`config.mk`:
```
export PLATFORM = sky130hd
export DESIGN_NAME = text_console
export DESIGN_NICKNAME = d
export VERILOG_FILES = /design/src/rtl/console_pkg.sv /design/src/rtl/text_console.sv
export SDC_FILE = /design/constraint.sdc
export NUM_CORES = 1
export LEC_CHECK = 0
export CAP_MARGIN = 20
export CORE_MARGIN = 5
export CORE_UTILIZATION = 39
export CTS_BUF_LIST = sky130_fd_sc_hd__clkbuf_4
export DETAILED_ROUTE_END_ITERATION = 7
export MAX_ROUTING_LAYER = met4
export SYNTH_ARGS = -nofsm -noshare
export SYNTH_HDL_FRONTEND = slang
export SYNTH_SLANG_ARGS = --single-unit
export TNS_END_PERCENT = 5
```
`constraint.sdc`:
```
create_clock -name clk_sys -period 3.8 [get_ports clk_sys]
set_clock_uncertainty 0.2 [all_clocks]
set_input_delay 0.76 -clock clk_sys [delete_from_list [all_inputs] [get_ports clk_sys]]
set_output_delay 0.76 -clock clk_sys [all_outputs]
set_load 0.1 [all_outputs]
```
`src/rtl/console_pkg.sv`:
```
// Shared state encoding, control-code values and default geometry for the text console.
package console_pkg;

  typedef enum logic [1:0] {
    IDLE,
    CLR_ROW,
    CLR_ALL
  } console_state_t;

  localparam logic [7:0] CH_BS  = 8'd8;
  localparam logic [7:0] CH_LF  = 8'd10;
  localparam logic [7:0] CH_FF  = 8'd12;
  localparam logic [7:0] CH_CR  = 8'd13;
  localparam logic [7:0] CH_SP  = 8'd32;
  localparam logic [7:0] CH_DEL = 8'd127;

  localparam int DEF_COLS = 80;
  localparam int DEF_ROWS = 30;
  localparam int DEF_FILL = 32;

endpackage

```
`src/rtl/text_console.sv`:
```
// Byte-stream console: cursor tracking, one cell write per cycle, write visible the cycle after accept.
// in_ready is high only when no clear sweep runs; printables stream every cycle until a row advance.
module text_console
  import console_pkg::*;
#(
  parameter int COLS     = DEF_COLS,
  parameter int ROWS     = DEF_ROWS,
  parameter int FILL_CHR = DEF_FILL
) (
  input  logic       clk_sys,
  input  logic       rst_sys,
  input  logic [7:0] in_data,
  input  logic       in_valid,
  output logic       in_ready,
  output logic [6:0] char_x,
  output logic [5:0] char_y,
  output logic [8:0] char_chr,
  output logic       char_str,
  output logic [6:0] cur_x,
  output logic [5:0] cur_y,
  output logic       busy
);

  localparam logic [6:0] LAST_X = 7'(COLS - 1);
  localparam logic [5:0] LAST_Y = 6'(ROWS - 1);
  localparam logic [8:0] FILL   = 9'(FILL_CHR);

  console_state_t state;
  logic [6:0]     sx;
  logic [5:0]     sy;
  logic           sweep_end;
  logic [5:0]     next_y;
  logic           printable;

  assign next_y    = (cur_y == LAST_Y) ? 6'd0 : cur_y + 6'd1;
  assign printable = (in_data >= CH_SP) && (in_data < CH_DEL);
  assign in_ready  = (state == IDLE);
  assign busy      = (state != IDLE);

  always_ff @(posedge clk_sys) begin
    if (rst_sys) begin
      state     <= CLR_ALL;
      cur_x     <= '0;
      cur_y     <= '0;
      sx        <= '0;
      sy        <= '0;
      sweep_end <= 1'b0;
      char_x    <= '0;
      char_y    <= '0;
      char_chr  <= '0;
      char_str  <= 1'b0;
    end else begin
      char_str <= 1'b0;
      case (state)
        IDLE: begin
          if (in_valid) begin
            if (printable) begin
              char_x   <= cur_x;
              char_y   <= cur_y;
              char_chr <= {1'b0, in_data};
              char_str <= 1'b1;
              if (cur_x == LAST_X) begin
                // The row clear starts one cycle later, after this character's write.
                cur_x     <= '0;
                cur_y     <= next_y;
                sx        <= '0;
                sweep_end <= 1'b0;
                state     <= CLR_ROW;
              end else begin
                cur_x <= cur_x + 7'd1;
              end
            end else if (in_data == CH_CR) begin
              cur_x <= '0;
            end else if (in_data == CH_LF) begin
              // The first clear cell is emitted now so the sweep overlaps the accept cycle.
              cur_x     <= '0;
              cur_y     <= next_y;
              char_x    <= '0;
              char_y    <= next_y;
              char_chr  <= FILL;
              char_str  <= 1'b1;
              sx        <= 7'd1;
              sweep_end <= 1'b0;
              state     <= CLR_ROW;
            end else if (in_data == CH_BS) begin
              if (cur_x != '0) begin
                cur_x    <= cur_x - 7'd1;
                char_x   <= cur_x - 7'd1;
                char_y   <= cur_y;
                char_chr <= FILL;
                char_str <= 1'b1;
              end
            end else if (in_data == CH_FF) begin
              cur_x     <= '0;
              cur_y     <= '0;
              char_x    <= '0;
              char_y    <= '0;
              char_chr  <= FILL;
              char_str  <= 1'b1;
              sx        <= 7'd1;
              sy        <= '0;
              sweep_end <= 1'b0;
              state     <= CLR_ALL;
            end
          end
        end

        CLR_ROW: begin
          if (sweep_end) begin
            sweep_end <= 1'b0;
            state     <= IDLE;
          end else begin
            char_x   <= sx;
            char_y   <= cur_y;
            char_chr <= FILL;
            char_str <= 1'b1;
            if (sx == LAST_X) sweep_end <= 1'b1;
            else              sx <= sx + 7'd1;
          end
        end

        CLR_ALL: begin
          if (sweep_end) begin
            sweep_end <= 1'b0;
            cur_x     <= '0;
            cur_y     <= '0;
            state     <= IDLE;
          end else begin
            char_x   <= sx;
            char_y   <= sy;
            char_chr <= FILL;
            char_str <= 1'b1;
            if (sx == LAST_X) begin
              sx <= '0;
              if (sy == LAST_Y) sweep_end <= 1'b1;
              else              sy <= sy + 6'd1;
            end else begin
              sx <= sx + 7'd1;
            end
          end
        end

        default: state <= IDLE;
      endcase
    end
  end

endmodule
```
==> impl_metrics.csv, run 1 <==
group,metric,value,unit
timing,finalSetupTns,0,ns
final_layout,drive_above_1_share,0.1393,
floorplan,die_w,103.2,µm
logic_synthesis,yosysTopAreaCell,"dfxtp_1",
power,p_leak,1.477,nW
placement,pre_cts_ws,0.2475,ns
logic_synthesis,synth-async-reset-ratio,0,
critical_path,r2r_cells,10,
detailed_routing,vias,3594,
timing,drv_slew,0,
power,power_switching,0.6201,mW
placement,gp_congestion,0.8755,
placement,dp_hpwl,7703,µm
critical_path,worstPathArrival,3.33,ns
timing,relSlewSlack,0.3273,
power,pwr-share-comb,0.359,
grt,antenna_found_initial,0,
grt,grt_usage,0.2094,
critical_path,path_cells,"clkdlybuf4s50_1, or4b_1, nor4b_1, buf_4, nor4b_1, a31oi_1, a311oi_1",
grt,grt_use_met1,0.2767,
floorplan,num_rows,34,
logic_synthesis,synth_cell_types,68,
timing,tightest_slew,1.006,ns
floorplan,start_util,0.3946,
critical_path,end_kind,"flip-flop",
logic_synthesis,synth.avg_cell_area,7.777,µm²
logic_synthesis,ys_seq_elements,51,
power,p_seq_frac,0.381,
floorplan,core-area,8593,µm²
grt,met3_usage,0.02213,
critical_path,r2r_start,"cur_x[0]",
critical_path,worstPathRequired,3.90,ns
critical_path,cpMostUsedCell,"nor4b_1",
run_status,status,"finished, final reports clean",
timing,hold_viol_final,0,
timing,fin_crit_sh,0.8479,
final_layout,fin_nets,502,
logic_synthesis,ys_warn_count,0,
logic_synthesis,syn-num-nets,458,
grt,overflow,0,
final_layout,syn_to_final_growth,20.66,%
power,clock_power_share,0.260,
logic_synthesis,synthMostInstantiatedCell,"dfxtp_1",
grt,grt_max_degree,29,
logic_synthesis,netlist_instances,436,
clocking,cts_hold_buf,0,
power,power_density,379.0,nW/µm²
logic_synthesis,synth_area,3391,µm²
logic_synthesis,synth_flop_cell,"dfxtp_1",
logic_synthesis,synth_seq_area_share,0.3011,
grt,grt_pass1_wl,17110,µm
clocking,clk_pin_slew,0.17,ns
logic_synthesis,synth_area_leaders,"dfxtp_1, a21oi_1, o21ai_0",
critical_path,cp_slowest_cell,"or4b_1",
floorplan,die_h,103.2,µm
logic_synthesis,synth_edf_count,0,
clocking,cts_setup_buffers,0,
clocking,cts.sinks,51,
final_layout,fin_util,0.4761,
grt,met2_usage,0.3463,
grt,grt_pass1_vias,3340,
timing,fmax,310.4,MHz
clocking,root_buffer,"clkbuf_4",
clocking,htree_levels,2,
detailed_routing,wl_per_cell,18.25,µm
detailed_routing,wl,10750,µm
clocking,clock_latency,0.39,ns
run,maxCapViolations,0,
clocking,cts_inserted_buffers,5,
final_layout,num_antenna_cells,0,
critical_path,cp-startpoint,"in_data[7]",
logic_synthesis,synth_top_area_share,0.3011,
clocking,clock_path_buffers,2,
detailed_routing,detail-route-antenna-nets,0,
final_layout,nFillCells,889,
power,internal_power,0.9304,mW
floorplan,dieArea,10660,µm²
timing,rsz0062_at_grt,"false",
power,swShare,0.3999,
placement,io_buffers,47,
critical_path,cp-start-kind,"input port",
detailed_routing,viasPerCell,6.102,
critical_path,slowest_delay,0.67,ns
logic_synthesis,synth_common_cells,"dfxtp_1, a21oi_1, o21ai_0",
grt,busiest_layer,"met2",
critical_path,reg2reg_slack,0.67,ns
hold_path,worstHoldStart,"char_chr[1]",
timing,worst_slack,0.5779,ns
detailed_routing,dr.pass1.iters,5,
clocking,cts_resized,0,
hold_path,min_path_cells,2,
detailed_routing,drc,0,
timing,final-setup-viol-count,0,
power,ir_worst_vdd,160.6,µV
timing,holdWs,0.2878,ns
hold_path,hold_class,"reg -> reg",
clocking,cts_tree,"yes",
floorplan,io_pins,49,
detailed_routing,drtIter0Drc,214,
critical_path,criticalPathCategory,"in -> reg",
critical_path,worstPathMaxFanout,5,
timing,final.min_clock_period,3.222,ns
[cell families after synthesis]
kind of cell | Yosys count | share of synthesized area
buf+inv | 44 | 0.05277
compound gates | 160 | 0.3170
xor+xnor | 5 | 0.01291
flops | 51 | 0.3011
simple gates | 160 | 0.2624
other cells | 1 | 0.001106
mux | 4 | 0.01218
fa+ha+maj | 11 | 0.04059
[worst max-delay path, delay by kind of cell]
| family | cells | cell delay, ns |
|---|---|---|
| simple gates | 3 | 1.48 |
| buf+inv | 2 | 0.72 |
| compound gates | 2 | 0.36 |
[layer usage]
metal,part of all wire,vias up
met5,0,-
met4,0.014,0
met3,0.047,11
met2,0.49,101
met1,0.45,1739
li1,-,1743
[flip-flops by register name, indices dropped and copies added, names as in the netlist]
register and flops:
char_chr 8, char_x 7, cur_x 7, sx 7, char_y 6, cur_y 6, sy 6, state 2
char_str 1, sweep_end 1
[power by group through the flow]
| stage | Sequential, mW | Combinational (mW) | Clock [mW] |
|---|---|---|---|
| after global routing | 0.595 | 0.595 | 0.433 |
| after global placement | 0.601 | 0.552 | 0 |
| after floorplan | 0.754 | 0.251 | 0 |
| final | 0.591 | 0.557 | 0.403 |
| after CTS | 0.590 | 0.557 | 0.413 |
| after detailed placement | 0.602 | 0.556 | 0 |
[final timing paths]
| kind | endpoint |
|---|---|
| worst max register to register | char_y[3] |
| worst min register to register | char_chr[1] |
| worst min-delay path | char_chr[1] |
| worst max-delay path | char_y[0] |
[final cells by class]
| class | count | area (µm²) | share of cell area |
|---|---|---|---|
| timing repair buffer | 68 | 590.6 | 0.1443 |
| sequential | 51 | 1021 | 0.2495 |
| clock inverter | 3 | 67.56 | 0.01651 |
| multi-input combinational | 341 | 2191 | 0.5355 |
| inverter | 13 | 48.80 | 0.01193 |
| tap | 108 | 135.1 | 0.03303 |
| clock buffer | 5 | 37.54 | 0.009174 |
[placed cells by master (no fill, tap or decap), types with 4 or more instances in the layout]
master           count
nor4_1               4
or4_1                5
a31oi_1              5
nand4_1              7
a221o_2              4
nand2_1             23
clkdlybuf4s50_1     32
nand3_1             18
xor2_1               4
o21ai_0             43
o211ai_1             8
and2_1               6
and3_1               7
ha_1                11
o2111ai_1            4
clkbuf_4             5
or3_1                6
buf_4               36
dfxtp_1             51
nor4b_1              4
a21oi_1             45
nor2b_1              4
nand2b_1             6
inv_1               11
a221o_1              7
nor2_1              31
nor3b_1              7
nor3_1              18
a31o_2               4
a211oi_1             6
[metrics by stage]
step / cells / cell area [µm²] / total power, mW
after floorplan: 436 / 3391 / 1.004
after global placement: 581 / 3986 / 1.154
after detailed placement: 581 / 3986 / 1.158
after CTS: 589 / 4091 / 1.561
after global routing: 589 / 4091 / 1.623
final: 589 / 4091 / 1.550
No activity file was read; power rests on OpenSTA's default activity.
==> run 2: changes to the inputs <==
==> constraint.sdc (replaced) <==
create_clock -name clk_sys -period 3.1 [get_ports clk_sys]
set_clock_uncertainty 0.2 [all_clocks]
set_input_delay 0.62 -clock clk_sys [delete_from_list [all_inputs] [get_ports clk_sys]]
set_output_delay 0.62 -clock clk_sys [all_outputs]
set_load 0.1 [all_outputs]
==> impl_metrics.csv, run 2 (synthesis results as in run 1) <==
group,metric,value,unit
run_status,status,"finished, final reports clean",
critical_path,criticalPathCategory,"in -> reg",
final_layout,top_register,"char_chr",
detailed_routing,detail-route-antenna-nets,0,
clocking,htree_levels,2,
grt,overflow,0,
final_layout,fin_nets,529,
detailed_routing,drtIter0Drc,221,
clocking,clock_latency,0.38,ns
floorplan,die_h,103.2,µm
clocking,clock_path_buffers,2,
grt,grt_pass1_wl,18410,µm
grt,grt_max_degree,27,
critical_path,slowest_delay,0.67,ns
timing,drv_slew,0,
critical_path,worstPathArrival,3.04,ns
floorplan,dieArea,10660,µm²
grt,grt_pass1_vias,3606,
final_layout,final_cell_mix,"buf_4, dfxtp_1, a21oi_1",
floorplan,core-area,8593,µm²
critical_path,worstPathMaxFanout,5,
clocking,clk_pin_slew,0.18,ns
placement,dpl_cell_area,4138,µm²
critical_path,worstPathRequired,3.20,ns
final_layout,syn_to_final_growth,24.54,%
grt,antenna_found_initial,0,
floorplan,start_util,0.3946,
critical_path,path_cells,"clkdlybuf4s50_1, or4b_1, or4_1, buf_4, o41ai_1, o211ai_1, o21ai_0",
floorplan,num_rows,34,
clocking,cts_setup_buffers,0,
detailed_routing,wl_per_cell,18.05,µm
clocking,cts_inserted_buffers,5,
critical_path,cp-start-kind,"input port",
timing,fin_crit_sh,0.9486,
clocking,cts_resized,0,
grt,grt_usage,0.2231,
timing,fmax,340.1,MHz
timing,rsz0062_at_grt,"false",
detailed_routing,viasPerCell,5.979,
critical_path,cp_slowest_cell,"or4b_1",
run,maxCapViolations,0,
placement,gp_congestion,0.9039,
placement,io_buffers,47,
final_layout,largest_reg_flops,8,
timing,final.min_clock_period,2.941,ns
final_layout,final_common_cell,"buf_4",
floorplan,io_pins,49,
timing,holdWs,0.2932,ns
timing,relSlewSlack,0.5786,
final_layout,drive_above_1_share,0.2323,
power,power_density,437.2,nW/µm²
clocking,root_buffer,"clkbuf_4",
power,p_leak,1.643,nW
timing,hold_viol_final,0,
detailed_routing,vias,3683,
critical_path,end_kind,"flip-flop",
clocking,cts.sinks,51,
clocking,cts_tree,"yes",
placement,dp_hpwl,8283,µm
detailed_routing,wl,11120,µm
timing,final-setup-viol-count,0,
timing,tightest_slew,0.6321,ns
power,ir_worst_vdd,215.8,µV
floorplan,die_w,103.2,µm
critical_path,reg2reg_slack,0.34,ns
final_layout,num_antenna_cells,0,
hold_path,hold_class,"reg -> reg",
detailed_routing,drc,0,
final_layout,post-route-cell-area,4223,µm²
clocking,cts_hold_buf,0,
detailed_routing,dr.pass1.iters,4,
run 2: cell count changes in the layout (fill, tap and decap cells not counted):
cell / delta
clkinvlp_4: -1
clkdlybuf4s50_1: -22
clkinv_1: -1
inv_6: +1
ha_2: +1
buf_4: +49
clkinv_4: +1
bufinv_16: -1
clkinv_2: +1
ha_1: -1
run 2: cell type report:
class / instances / area (µm²)
Inverter: 13 / 50.05
Sequential cell: 51 / 1021
Tap cell: 108 / 135.1
Multi-Input combinational cell: 341 / 2193
Clock inverter: 3 / 47.55
Clock buffer: 5 / 37.54
Fill cell: 883 / 4370
Timing Repair Buffer: 95 / 738.2
run 2: critical path, delay by kind of cell:
kind	cells	cell delay, ns
buf+inv	2	0.65
simple gates	2	1.21
compound gates	3	0.56
run 2: routing by layer:
metal | GRT usage | share of wire | wire (µm) | up-vias
li1 | - | - | - | 1798
met1 | 0.2965 | 0.46 | 5125 | 1783
met2 | 0.3542 | 0.49 | 5409 | 92
met3 | 0.03018 | 0.039 | 429 | 10
met4 | 0.06574 | 0.014 | 153 | 0
met5 | - | 0 | 0 | -
run 2: worst paths after layout:
path,start,to,cells past startpoint
min reg2reg,char_chr[6],char_chr[6],2
max,in_data[7],cur_x[3],7
min,char_chr[6],char_chr[6],2
max reg2reg,cur_x[1],sx[3],8
run 2: through the flow:
stage	power, mW	worst slack (ns)	utilization	TNS (ns)	cells
3_3_place_gp	1.433	-0.1111	0.4815	-1.059	608
2_1_floorplan	1.233	-0.1152	-	-0.1152	436
4_1_cts	1.862	0.1957	0.4914	0	616
6_report	1.846	0.1593	0.4914	0	616
5_1_grt	1.942	0.06001	0.4914	0	616
3_5_place_dp	1.440	-0.2035	0.4815	-2.080	608
run 2: report_power, final:
| group | leakage, nW | switching (mW) | internal (mW) |
|---|---|---|---|
| logic | 1.18 | 0.493 | 0.209 |
| clock network | 0.0458 | 0.244 | 0.175 |
| registers | 0.413 | 0.0296 | 0.696 |
| total | 1.64 | 0.767 | 1.08 |
